[src/rtl/dac_channel_scheduler_if.sv]
// ---------------------------------------------------------------------------
// dac_channel_scheduler_if
// Stream link between the channel scheduler and the AD5318 SPI driver.
//   tdata  [15:0] : stream word (control word or zero-extended channel data)
//   tuser  [2:0]  : channel index, 0 for the control word
//   tvalid        : word valid, held until accepted
//   tready        : downstream ready
// master modport : the scheduler (drives tdata/tuser/tvalid)
// slave modport  : the DAC driver (drives tready)
// ---------------------------------------------------------------------------
interface dac_channel_scheduler_if;
  logic [15:0] tdata;
  logic [2:0]  tuser;
  logic        tvalid;
  logic        tready;

  modport master (
    output tdata,
    output tuser,
    output tvalid,
    input  tready
  );

  modport slave (
    input  tdata,
    input  tuser,
    input  tvalid,
    output tready
  );
endinterface

[src/rtl/dac_channel_scheduler.sv]
// ---------------------------------------------------------------------------
// dac_channel_scheduler
// Keeps a shadow value per DAC channel, tracks which channels changed and
// forwards one stream beat per changed channel with round-robin fairness.
// After reset an optional control word is sent ahead of any data.
//
// Ports:
//   clkin      : system clock, all logic on posedge
//   rstn       : asynchronous active-low reset
//   wr_en      : write strobe, always accepted
//   wr_ch      : channel index of the write
//   wr_data    : new channel value
//   force_all  : single-cycle pulse, marks every channel dirty
//   stream     : tdata/tuser/tvalid/tready link to the DAC driver (master)
//   pending    : per-channel dirty flags
//   busy       : high while in INIT or SEND
// ---------------------------------------------------------------------------
module dac_channel_scheduler #(
  parameter int          NUM_CH    = 8,
  parameter int          DATA_W    = 10,
  parameter logic        SEND_INIT = 1'b1,
  parameter logic [15:0] INIT_WORD = 16'h8000
) (
  input  logic                      clkin,
  input  logic                      rstn,
  input  logic                      wr_en,
  input  logic [2:0]                wr_ch,
  input  logic [DATA_W-1:0]         wr_data,
  input  logic                      force_all,
  dac_channel_scheduler_if.master   stream,
  output logic [NUM_CH-1:0]         pending,
  output logic                      busy
);

  localparam int CH_W  = 3;
  localparam int PAD_W = 16 - DATA_W;

  typedef enum logic [1:0] {
    ST_INIT,
    ST_IDLE,
    ST_SEND
  } state_t;

  localparam state_t RESET_STATE = SEND_INIT ? ST_INIT : ST_IDLE;

  state_t              state_reg, state_next;
  logic                tvalid_reg, tvalid_next;
  logic [15:0]         tdata_reg, tdata_next;
  logic [CH_W-1:0]     tuser_reg, tuser_next;
  logic [CH_W-1:0]     rr_reg, rr_next;
  logic [NUM_CH-1:0]   pending_reg, pending_next;
  logic                busy_reg;
  logic [DATA_W-1:0]   shadow_reg [NUM_CH];

  logic [NUM_CH-1:0]   pend_rot;
  logic [NUM_CH-1:0]   pend_clr;
  logic [NUM_CH-1:0]   wr_mask;
  logic [CH_W-1:0]     sel_offs;
  logic [CH_W-1:0]     sel;
  logic                any_pending;

  // Pending vector rotated so that bit 0 is the channel at the round-robin
  // pointer; the lowest set bit of the rotated vector is the next winner.
  // The 3-bit index addition wraps modulo 8 by itself.
  generate
    for (genvar gi = 0; gi < NUM_CH; gi++) begin : g_rot
      logic [CH_W-1:0] src_idx;
      assign src_idx      = CH_W'(gi) + rr_reg;
      assign pend_rot[gi] = pending_reg[src_idx];
      assign wr_mask[gi]  = wr_en && (wr_ch == CH_W'(gi));
    end
  endgenerate

  always_comb begin
    sel_offs = '0;
    for (int i = NUM_CH - 1; i >= 0; i--) begin
      if (pend_rot[i]) begin
        sel_offs = CH_W'(i);
      end
    end
  end

  assign sel         = rr_reg + sel_offs;
  assign any_pending = |pending_reg;

  // Next-state and output logic
  always_comb begin
    state_next  = state_reg;
    tvalid_next = tvalid_reg;
    tdata_next  = tdata_reg;
    tuser_next  = tuser_reg;
    rr_next     = rr_reg;
    pend_clr    = '0;

    case (state_reg)
      ST_INIT: begin
        if (tvalid_reg && stream.tready) begin
          tvalid_next = 1'b0;
          state_next  = ST_IDLE;
        end else begin
          tvalid_next = 1'b1;
          tdata_next  = INIT_WORD;
          tuser_next  = '0;
        end
      end

      ST_IDLE: begin
        if (any_pending) begin
          tvalid_next    = 1'b1;
          tdata_next     = {{PAD_W{1'b0}}, shadow_reg[sel]};
          tuser_next     = sel;
          pend_clr[sel]  = 1'b1;
          rr_next        = sel + CH_W'(1);
          state_next     = ST_SEND;
        end
      end

      ST_SEND: begin
        if (stream.tready) begin
          tvalid_next = 1'b0;
          state_next  = ST_IDLE;
        end
      end

      default: begin
        tvalid_next = 1'b0;
        state_next  = ST_IDLE;
      end
    endcase

    // A write or force_all on the load edge wins over the clear, so the
    // freshly written value is sent again later.
    pending_next = (pending_reg & ~pend_clr) | wr_mask | {NUM_CH{force_all}};
  end

  always_ff @(posedge clkin or negedge rstn) begin
    if (!rstn) begin
      state_reg   <= RESET_STATE;
      tvalid_reg  <= 1'b0;
      tdata_reg   <= '0;
      tuser_reg   <= '0;
      rr_reg      <= '0;
      pending_reg <= '0;
      busy_reg    <= 1'b0;
    end else begin
      state_reg   <= state_next;
      tvalid_reg  <= tvalid_next;
      tdata_reg   <= tdata_next;
      tuser_reg   <= tuser_next;
      rr_reg      <= rr_next;
      pending_reg <= pending_next;
      busy_reg    <= (state_next != ST_IDLE);
    end
  end

  // Shadow values; the IDLE load reads the value held before this edge,
  // so a write on the load edge does not affect the beat in flight.
  generate
    for (genvar gi = 0; gi < NUM_CH; gi++) begin : g_shadow
      always_ff @(posedge clkin or negedge rstn) begin
        if (!rstn) begin
          shadow_reg[gi] <= '0;
        end else if (wr_mask[gi]) begin
          shadow_reg[gi] <= wr_data;
        end
      end
    end
  endgenerate

  assign stream.tvalid = tvalid_reg;
  assign stream.tdata  = tdata_reg;
  assign stream.tuser  = tuser_reg;
  assign pending       = pending_reg;
  assign busy          = busy_reg;

endmodule

[src/flat_wrapper.sv]
// flat-port wrapper written by rule: the top's interface ports become plain ports
module dac_channel_scheduler_flat 
#(
  parameter int          NUM_CH    = 8,
  parameter int          DATA_W    = 10,
  parameter logic        SEND_INIT = 1'b1,
  parameter logic [15:0] INIT_WORD = 16'h8000
)
  (clkin, rstn, wr_en, wr_ch, wr_data, force_all, pending, busy, stream_tdata, stream_tuser, stream_tvalid, stream_tready);
  dac_channel_scheduler_if stream_i ();
  input  logic clkin;
  input  logic rstn;
  input  logic wr_en;
  input  logic [2:0] wr_ch;
  input  logic [DATA_W-1:0] wr_data;
  input  logic force_all;
  output logic [NUM_CH-1:0] pending;
  output logic busy;
  output wire logic [$bits(stream_i.tdata)-1:0] stream_tdata;
  output wire logic [$bits(stream_i.tuser)-1:0] stream_tuser;
  output wire logic [$bits(stream_i.tvalid)-1:0] stream_tvalid;
  input wire logic [$bits(stream_i.tready)-1:0] stream_tready;
  assign stream_tdata = stream_i.tdata;
  assign stream_tuser = stream_i.tuser;
  assign stream_tvalid = stream_i.tvalid;
  assign stream_i.tready = stream_tready;
  dac_channel_scheduler #(.NUM_CH(NUM_CH), .DATA_W(DATA_W), .SEND_INIT(SEND_INIT), .INIT_WORD(INIT_WORD)) u_core (.clkin(clkin), .rstn(rstn), .wr_en(wr_en), .wr_ch(wr_ch), .wr_data(wr_data), .force_all(force_all), .stream(stream_i), .pending(pending), .busy(busy));
endmodule
[config.mk]
export PLATFORM = sky130hd
export DESIGN_NAME = dac_channel_scheduler_flat
export DESIGN_NICKNAME = d
export VERILOG_FILES = /design/src/rtl/dac_channel_scheduler_if.sv /design/src/rtl/dac_channel_scheduler.sv /design/src/flat_wrapper.sv
export SDC_FILE = /design/constraint.sdc
export NUM_CORES = 1
export LEC_CHECK = 0
export CORE_ASPECT_RATIO = 0.9
export CORE_MARGIN = 1.5
export CORE_UTILIZATION = 55
export CTS_CLUSTER_SIZE = 14
export DETAILED_ROUTE_END_ITERATION = 8
export PLACE_DENSITY = 0.79
export SLEW_MARGIN = 40
export SYNTH_ARGS = -nofsm -noshare
export SYNTH_HDL_FRONTEND = slang
export SYNTH_SLANG_ARGS = --single-unit
[constraint.sdc]
create_clock -name clkin -period 5.98 [get_ports clkin]
set_input_delay 1.196 -clock clkin [delete_from_list [all_inputs] [get_ports clkin]]
set_output_delay 1.196 -clock clkin [all_outputs]
set_load 0.03 [all_outputs]
==> results.toml, run 1 <==
[placement]
port_buffers = 41
gp_congestion = 0.858
hpwl_mm = 8.14

[floorplan]
row_count = 34
die-width_um = 108
die_y_um = 97.8
start_util = 0.567
coreArea_um2 = 9700
ios = 47
die-area_um2 = 10600

[cts]
cts_made_buffers = 9
cts_setup_buffers = 0
cts_root_buffer = "clkbuf_8"
cts_tree = "done"
clkLatencyLatePin_ns = 0.37
hold_buffers = 0
htree_levels = 3
clockBufferDepth = 2
post_cts_resized = 0
clkTransAtPathRegs_ns = 0.10
clkSinkCount = 109

[sta]
rsz0062_at_grt = "false"
fmax_mhz = 229
maxSlewViolCount = 0
fin_hold_ws_ns = 0.486
max_slew_margin = 0.424
finalSetupViolCount = 0
tightest_slew_ns = 0.859
finalClockSkew_ns = 0.00659
finalCriticalPeriod_ns = 4.37
hold_viol = 0
fin_tns_setup_ns = 0
post-route-period-util = 0.731

[setup_path]
cpPeakStageDelay_ns = 0.68
crit_family = "compound AO/OA/AOI/OAI gates"
crit_slowest_cell = "dfrtp_1"
required_ns = 6.25
crit_type = "reg -> reg"
critPathArrivalTime_ns = 4.64
cp-start-kind = "flip-flop"
endpoint_kind = "flip-flop"
crit_chain = "inv_1 -> ha_1 -> mux4_1 -> mux2_2 -> a31oi_1 -> nor2_1 -> a21oi_1 -> nor2_1 -> a21oi_1 -> fa_1 -> nand4_1 -> a21o_1 -> a211o_1"
cp_max_fo = 14
path_buf_inv = 1

[run_status]
status = "completed"

[route]
vias_per_cell = 6.37
post-route-drc-count = 0
post_drt_wl_per_cell_um = 20.6
drt_pass1_iterations = 5
vias = 3940
first_iter_violations = 360
wl_mm = 12.7
postRouteAntennaNets = 0

[synth]
synth_cell_types = 46
synth_area_per_cell_um2 = 12.1
synth.yosys.seq_area_share = 0.496
synth_area_um2 = 5500
synth.ff_latch_count = 109
netlist_top_cells_area = "dfrtp_1 (50%), mux2_2 (12%), mux4_2 (8.6%)"
synth_largest_area_cell = "dfrtp_1"
async_flop_share = 1.00
synth_cells = 456
synth_edf_count = 0
synth-main-ff-cell = "dfrtp_1"
yosys_warnings = 0
synth_top_area_share = 0.496

[power_and_ir_drop]
leakage_nw = 2.56
pwr_density_cell_nw_per_um2 = 426
ir_drop_uv = 255

[global_routing]
top_usage_layer = "met2"
use_met3 = 0.0514
use_met2 = 0.407
grt_usage = 0.260
grt-ovfl-total = 0
grt_pass1_vias = 4024
grt_max_degree = 57
grt.met1_usage = 0.371
grt_pass1_wl_mm = 21.1
antenna_found_initial = 0

[layout]
diodes = 0
final_cell_mix = "dfrtp_1 (109), nand2_1 (82), mux2_2 (61), clkdlybuf4s50_1 (40), mux4_2 (21)"
final_layout_size_suffix_gt1_frac = 0.243
synthToLayoutAreaGrowth_pct = 13.0
largest_reg_flops = 80
final_common_cell = "dfrtp_1"
nets = 511

[run]
maxCapViolCount = 0

[worst_hold_path]
min_path_type = "reg -> reg"
==> worst min-delay path, cell delays in order (launching register included) <==
cell,delay [ns]
dfrtp_1,0.36
nand2_1,0.05
nand2_1,0.05
==> cells by family after synthesis <==
family                     count (synthesis)  share of synthesized area
AOI/OAI and AO/OA                         50                     0.0626
xor gates and xnor gates                   4                    0.00637
adders and majority gates                  5                     0.0127
buffers and inverters                     42                     0.0348
DFF                                      109                      0.496
muxes                                     93                      0.256
other                                      1                   0.000682
and+or+nand+nor                          152                      0.131
==> cell type report <==
type,instances,area (um2)
fillers,748,3490
flip-flops and latches,109,2730
multi-input cells,309,2630
repair buffers,49,468
well taps,126,158
clock buffers,10,138
clock inverters,6,55.1
inverters,10,37.5
==> synth_stat cells (7+ instances only) <==
master	number
a211o_1	8
a21oi_1	7
clkbuf_1	22
dfrtp_1	109
inv_1	10
mux2_2	61
mux4_1	8
mux4_2	21
nand2_1	82
nand3_1	16
nand4_1	12
nor2_1	12
o211ai_1	11
o21ai_0	11
==> metrics by stage <==
stage	util	setup slack, ns	cell area [um2]	power (mW)	std cells
floorplan	-	1.80	5510	1.91	460
global route	0.640	1.36	6210	2.81	619
finish	0.640	1.61	6210	2.65	619
global placement	0.619	1.61	6010	2.18	603
detailed placement	0.620	1.40	6010	2.22	603
CTS	0.640	1.41	6210	2.65	619
==> power by group <==
part           total, mW  internal (mW)  switching [mW]
logic               1.16          0.567           0.589
registers           1.06          0.914           0.149
clock network      0.427          0.169           0.258
==> worst paths after layout <==
| path | startpoint | to | slack, ns | cells after the start |
|---|---|---|---|---|
| worst min register to register | u_core.stream.tuser[0] | u_core.stream.tuser[0] | 0.49 | 2 |
| worst max-delay path | u_core.rr_reg[0] | u_core.pending[1] | 1.61 | 13 |
| worst max register to register | u_core.rr_reg[0] | u_core.pending[1] | 1.61 | 13 |
| max in group asynchronous | rstn | u_core.shadow_reg[19] | 3.95 | 2 |
| min in group asynchronous | rstn | u_core.stream.tdata[15] | 0.87 | 1 |
| worst min-delay path | u_core.stream.tuser[0] | u_core.stream.tuser[0] | 0.49 | 2 |
==> routing by layer <==
metal,wire (um),vias up
met4,174,0
met1,5420,2027
met2,6270,167
met5,0,-
li1,-,1727
met3,871,19
No activity file was read; power rests on OpenSTA's default activity.
==> inputs of run 2 (changes only) <==
--- a/config.mk
+++ b/config.mk
@@ -7,7 +7,7 @@
 export LEC_CHECK = 0
 export CORE_ASPECT_RATIO = 0.9
 export CORE_MARGIN = 1.5
-export CORE_UTILIZATION = 55
+export CORE_UTILIZATION = 52
 export CTS_CLUSTER_SIZE = 14
 export DETAILED_ROUTE_END_ITERATION = 8
 export PLACE_DENSITY = 0.79
==> constraint.sdc (replaced) <==
create_clock -name clkin -period 4 [get_ports clkin]
set_input_delay 0.8 -clock clkin [delete_from_list [all_inputs] [get_ports clkin]]
set_output_delay 0.8 -clock clkin [all_outputs]
set_load 0.03 [all_outputs]
==> run 2 against run 1 <==
  * Clock skew increased by 0.00093 ns
  * Non-clock buffer count increased by 8
  * Hold slack got worse by 0.023 ns
  * Fmax increased by 17%
  * Global-route usage decreased by 1.5 points
  * Cell area increased by 2.6%
  * Sequential cell count unchanged
  * Power increased by 61%
  * Register-to-register slack got worse by 1.4 ns
==> results.toml, run 2 (synthesis results as in run 1) <==
[layout]
fin_util = 0.622
regArea_um2 = 2730
fillCellCount = 812
synthToLayoutAreaGrowth_pct = 15.9
multi_input_area_um2 = 2610
nets = 519
final_cell_mix = "dfrtp_1 (109), nand2_1 (82), mux2_2 (61), clkdlybuf4s50_1 (40), mux4_2 (21)"
diodes = 0
largest_reg_flops = 80
final_layout_size_suffix_gt1_frac = 0.248
final_common_cell = "dfrtp_1"

[global_routing]
grt-ovfl-total = 0
antenna_found_initial = 0
grt_pass1_vias = 4005
grt_pass1_wl_mm = 21.1
grt_max_degree = 50
grt_usage = 0.245

[power_and_ir_drop]
leakage_nw = 2.64
ir_drop_uv = 286
pwr_density_cell_nw_per_um2 = 666

[route]
vias_per_cell = 6.33
vias = 3986
wl_mm = 12.9
first_iter_violations = 320
postRouteAntennaNets = 0
post_drt_wl_per_cell_um = 20.5
drt_pass1_iterations = 5
post-route-drc-count = 0

[cts]
cts_tree = "done"
htree_levels = 3
cts_root_buffer = "clkbuf_16"
clkTransAtPathRegs_ns = 0.07
clkLatencyLatePin_ns = 0.35
cts_made_buffers = 9
clkSinkCount = 109
cts_setup_buffers = 0
post_cts_resized = 0
hold_buffers = 0
clockBufferDepth = 2

[sta]
tightest_slew_ns = 0.864
fin_tns_setup_ns = 0
maxSlewViolCount = 0
max_slew_margin = 0.422
finalCriticalPeriod_ns = 3.75
fmax_mhz = 267
hold_viol = 0
finalSetupViolCount = 0
finalClockSkew_ns = 0.00752
post-route-period-util = 0.937
rsz0062_at_grt = "false"

[placement]
gp_congestion = 0.834
port_buffers = 41
hpwl_mm = 8.33

[setup_path]
required_ns = 4.23
endpoint_kind = "flip-flop"
crit_type = "reg -> reg"
critPathArrivalTime_ns = 3.98
cp-start-kind = "flip-flop"
cp_max_fo = 23

[floorplan]
row_count = 35
die-width_um = 111
start_util = 0.536
coreArea_um2 = 10200
die_y_um = 101
ios = 47
die-area_um2 = 11200

[run]
maxCapViolCount = 0

[run_status]
status = "completed"

[worst_hold_path]
min_path_type = "in -> async"
[run 2: area by class of cell]
class / count / share of cell area
inverter: 10 / 0.00589
clock inverter: 6 / 0.00884
tap: 129 / 0.0253
multi-input combinational: 309 / 0.409
clock buffer: 10 / 0.0359
sequential: 109 / 0.428
timing repair buffer: 57 / 0.0868
[run 2: path summary, 6_finish.rpt]
path | slack, ns | cells after the start | from | end
min in group clkin | 0.48 | 2 | u_core.shadow_reg[18] | u_core.shadow_reg[18]
setup reg to reg | 0.25 | 14 | u_core.rr_reg[0] | u_core.pending[2]
hold / removal | 0.46 | 1 | rstn | u_core.shadow_reg[40]
setup / recovery | 0.25 | 14 | u_core.rr_reg[0] | u_core.pending[2]
hold reg to reg | 0.48 | 2 | u_core.shadow_reg[18] | u_core.shadow_reg[18]
max in group asynchronous | 2.70 | 2 | rstn | u_core.shadow_reg[41]
[run 2: worst max-delay path: stages (launching register included)]
cell and delay (ns):
dfrtp_1 0.34, buf_4 0.20, mux4_1 0.59, mux2_2 0.29
a221oi_1 0.26, o21ai_0 0.14, nand2_1 0.09, a31oi_1 0.10
ha_1 0.20, inv_1 0.07, fa_1 0.49, buf_12 0.21
nor3_2 0.20, o21ai_0 0.13, a211o_1 0.30
[run 2: layer usage]
metal	GRT usage	wire length (um)	up-vias
met5	0	0	-
met4	0.0906	335	0
met3	0.0463	666	31
met2	0.406	6320	154
met1	0.328	5590	2057
li1	-	-	1744
[run 2: report_power, final]
group	leakage (nW)	switching (mW)	internal [mW]
registers	1.31	0.187	1.37
clock network	0.141	0.412	0.435
logic	1.20	0.943	0.902
[run 2: metrics by stage]
| step | hold WS [ns] | power, mW | std cells | setup slack [ns] | cell area (um2) |
|---|---|---|---|---|---|
| after floorplan | 0.441 | 2.85 | 460 | 0.0761 | 5510 |
| after global placement | 0.455 | 3.34 | 614 | 0.400 | 6080 |
| after detailed placement | 0.462 | 3.41 | 614 | 0.245 | 6080 |
| after CTS | 0.482 | 4.27 | 630 | 0.224 | 6370 |
| after global routing | 0.506 | 4.49 | 630 | 0.00912 | 6370 |
| final | 0.463 | 4.25 | 630 | 0.251 | 6370 |
==> inputs of run 3 (changes only) <==
--- a/config.mk
+++ b/config.mk
@@ -5,9 +5,11 @@
 export SDC_FILE = /design/constraint.sdc
 export NUM_CORES = 1
 export LEC_CHECK = 0
+export CELL_PAD_IN_SITES_DETAIL_PLACEMENT = 2
+export CELL_PAD_IN_SITES_GLOBAL_PLACEMENT = 2
 export CORE_ASPECT_RATIO = 0.9
 export CORE_MARGIN = 1.5
-export CORE_UTILIZATION = 52
+export CORE_UTILIZATION = 36
 export CTS_CLUSTER_SIZE = 14
 export DETAILED_ROUTE_END_ITERATION = 8
 export PLACE_DENSITY = 0.79
==> run 3 against run 2 <==
  * Combinational power grew 8%
  * Sequential cell count is the same
  * Hold slack better by 0.0013 ns
  * Critical endpoint is now u_core.pending[6]
==> results.toml, run 3 (synthesis results as in run 1) <==
[layout]
final_common_cell = "dfrtp_1"
diodes = 0
nets = 525
synthToLayoutAreaGrowth_pct = 19.9
final_cell_mix = "dfrtp_1 (109), nand2_1 (81), mux2_2 (61), clkdlybuf4s50_1 (40), mux4_2 (21)"
largest_reg_flops = 80
final_layout_size_suffix_gt1_frac = 0.268
stdcell_count = 705

[setup_path]
cpPeakStageDelay_ns = 0.57
crit_type = "reg -> reg"
r2r-end = "u_core.pending[6]"
critPathArrivalTime_ns = 4.01
cp-start-kind = "flip-flop"
endpoint_kind = "flip-flop"
crit_family = "adder cells"
r2r_setup_slack_ns = 0.23
cp_max_fo = 11
crit_chain = "inv_1 -> ha_1 -> mux4_1 -> mux2_2 -> a31oi_1 -> nor2_1 -> a21oi_1 -> nor2_1 -> a21oi_1 -> fa_2 -> clkbuf_16 -> nor3_2 -> nand3_1 -> a211o_1"
r2r-start = "u_core.rr_reg[0]"
required_ns = 4.24
rr_worst_depth = 14
path_buf_inv = 2
crit_slowest_cell = "fa_2"

[sta]
fin_tns_setup_ns = 0
post-route-period-util = 0.942
rsz0062_at_grt = "true"
setup_slack_ns = 0.233
fin_hold_ws_ns = 0.464
hold_viol = 0
finalSetupViolCount = 0
finalCriticalPeriod_ns = 3.77
finalClockSkew_ns = 0.00898
max_slew_margin = 0.517
fmax_mhz = 265
maxSlewViolCount = 0
tightest_slew_ns = 0.725

[power_and_ir_drop]
ir_drop_uv = 407
pwr_density_cell_nw_per_um2 = 684
p_total_mw = 4.50
leakage_nw = 2.69

[global_routing]
grt_max_degree = 84
grt_usage = 0.218
grt_pass1_vias = 4636
grt_pass1_wl_mm = 26.3
grt-ovfl-total = 0
antenna_found_initial = 0

[floorplan]
die-area_um2 = 16000
start_util = 0.371
ios = 47
coreArea_um2 = 14800
die-width_um = 133
row_count = 42
die_y_um = 120

[cts]
clockBufferDepth = 2
clkSinkCount = 109
cts_tree = "done"
clkTransAtPathRegs_ns = 0.07
clkLatencyLatePin_ns = 0.36
hold_buffers = 0
htree_levels = 3
cts_root_buffer = "clkbuf_16"
cts_made_buffers = 9
cts_setup_buffers = 0

[route]
post_drt_wl_per_cell_um = 23.0
postRouteAntennaNets = 0
post-route-drc-count = 0
wl_mm = 16.2
first_iter_violations = 164
vias = 3885
vias_per_cell = 5.51
drt_pass1_iterations = 4

[placement]
hpwl_mm = 10.5
dp_cells = 688
gp_congestion = 0.759
port_buffers = 41
post-place-ws_ns = 0.224

[run_status]
status = "completed"

[worst_hold_path]
min_path_type = "in -> async"

[run]
maxCapViolCount = 0
==> run 3: changes by cell type in the layout (fill, tap and decap cells not counted), sizes merged <==
cell	change
inv	-2
clkbuf	+4
bufinv	+1
clkinv	-3
clkinvlp	+2
buf	+4
==> run 3: worst reg2reg max path, stage by stage, from the launching register on <==
cell	delay (ns)
dfrtp_1	0.38
inv_1	0.08
ha_1	0.37
mux4_1	0.32
mux2_2	0.29
a31oi_1	0.30
nor2_1	0.09
a21oi_1	0.14
nor2_1	0.06
a21oi_1	0.19
fa_2	0.57
clkbuf_16	0.23
nor3_2	0.21
nand3_1	0.12
a211o_1	0.31
==> run 3: timing repair <==
action,4_1_cts,5_1_grt
setup endpoints to repair,0,4
resized for setup,0,6
endpoints found under the hold margin,0,0
==> run 3: metal layers <==
layer  track usage  wire (um)
met1         0.268       6890
met2         0.398       8730
met3        0.0428        500
met4        0.0462        112
met5             0          0
==> run 3: through the flow <==
stage | instance area [um2] | utilization
2_1_floorplan | 5510 | -
3_3_place_gp | 6210 | 0.419
3_5_place_dp | 6220 | 0.420
4_1_cts | 6540 | 0.441
5_1_grt | 6590 | 0.445
6_report | 6590 | 0.445
==> run 3: where the power goes <==
group          internal [mW]  switching [mW]  total (mW)
combinational          0.954            1.05        2.00
clock                  0.523           0.416       0.939
sequential              1.37           0.193        1.56
total                   2.85            1.66        4.50
==> run 3: how the worst max path moves through the flow <==
stage | slack, ns | depth (start not counted) | start | endpoint
floorplan | 0.08 | 15 | u_core.rr_reg[1] | u_core.stream.tdata[0]
global placement | 0.39 | 14 | u_core.rr_reg[0] | u_core.pending[2]
detailed placement | 0.22 | 14 | u_core.rr_reg[0] | u_core.pending[2]
CTS | 0.18 | 14 | u_core.rr_reg[0] | u_core.pending[2]
global route | -0.01 | 15 | u_core.rr_reg[0] | u_core.pending[0]
finish | 0.23 | 14 | u_core.rr_reg[0] | u_core.pending[6]
==> run 3: final cells by class <==
| cell class | instances | area, um2 |
|---|---|---|
| repair buffers | 63 | 626 |
| multi-input cells | 309 | 2640 |
| clock inverters | 4 | 53.8 |
| well taps | 198 | 248 |
| clock buffers | 12 | 256 |
| flip-flops and latches | 109 | 2730 |
| inverters | 10 | 37.5 |
| fillers | 1517 | 8230 |
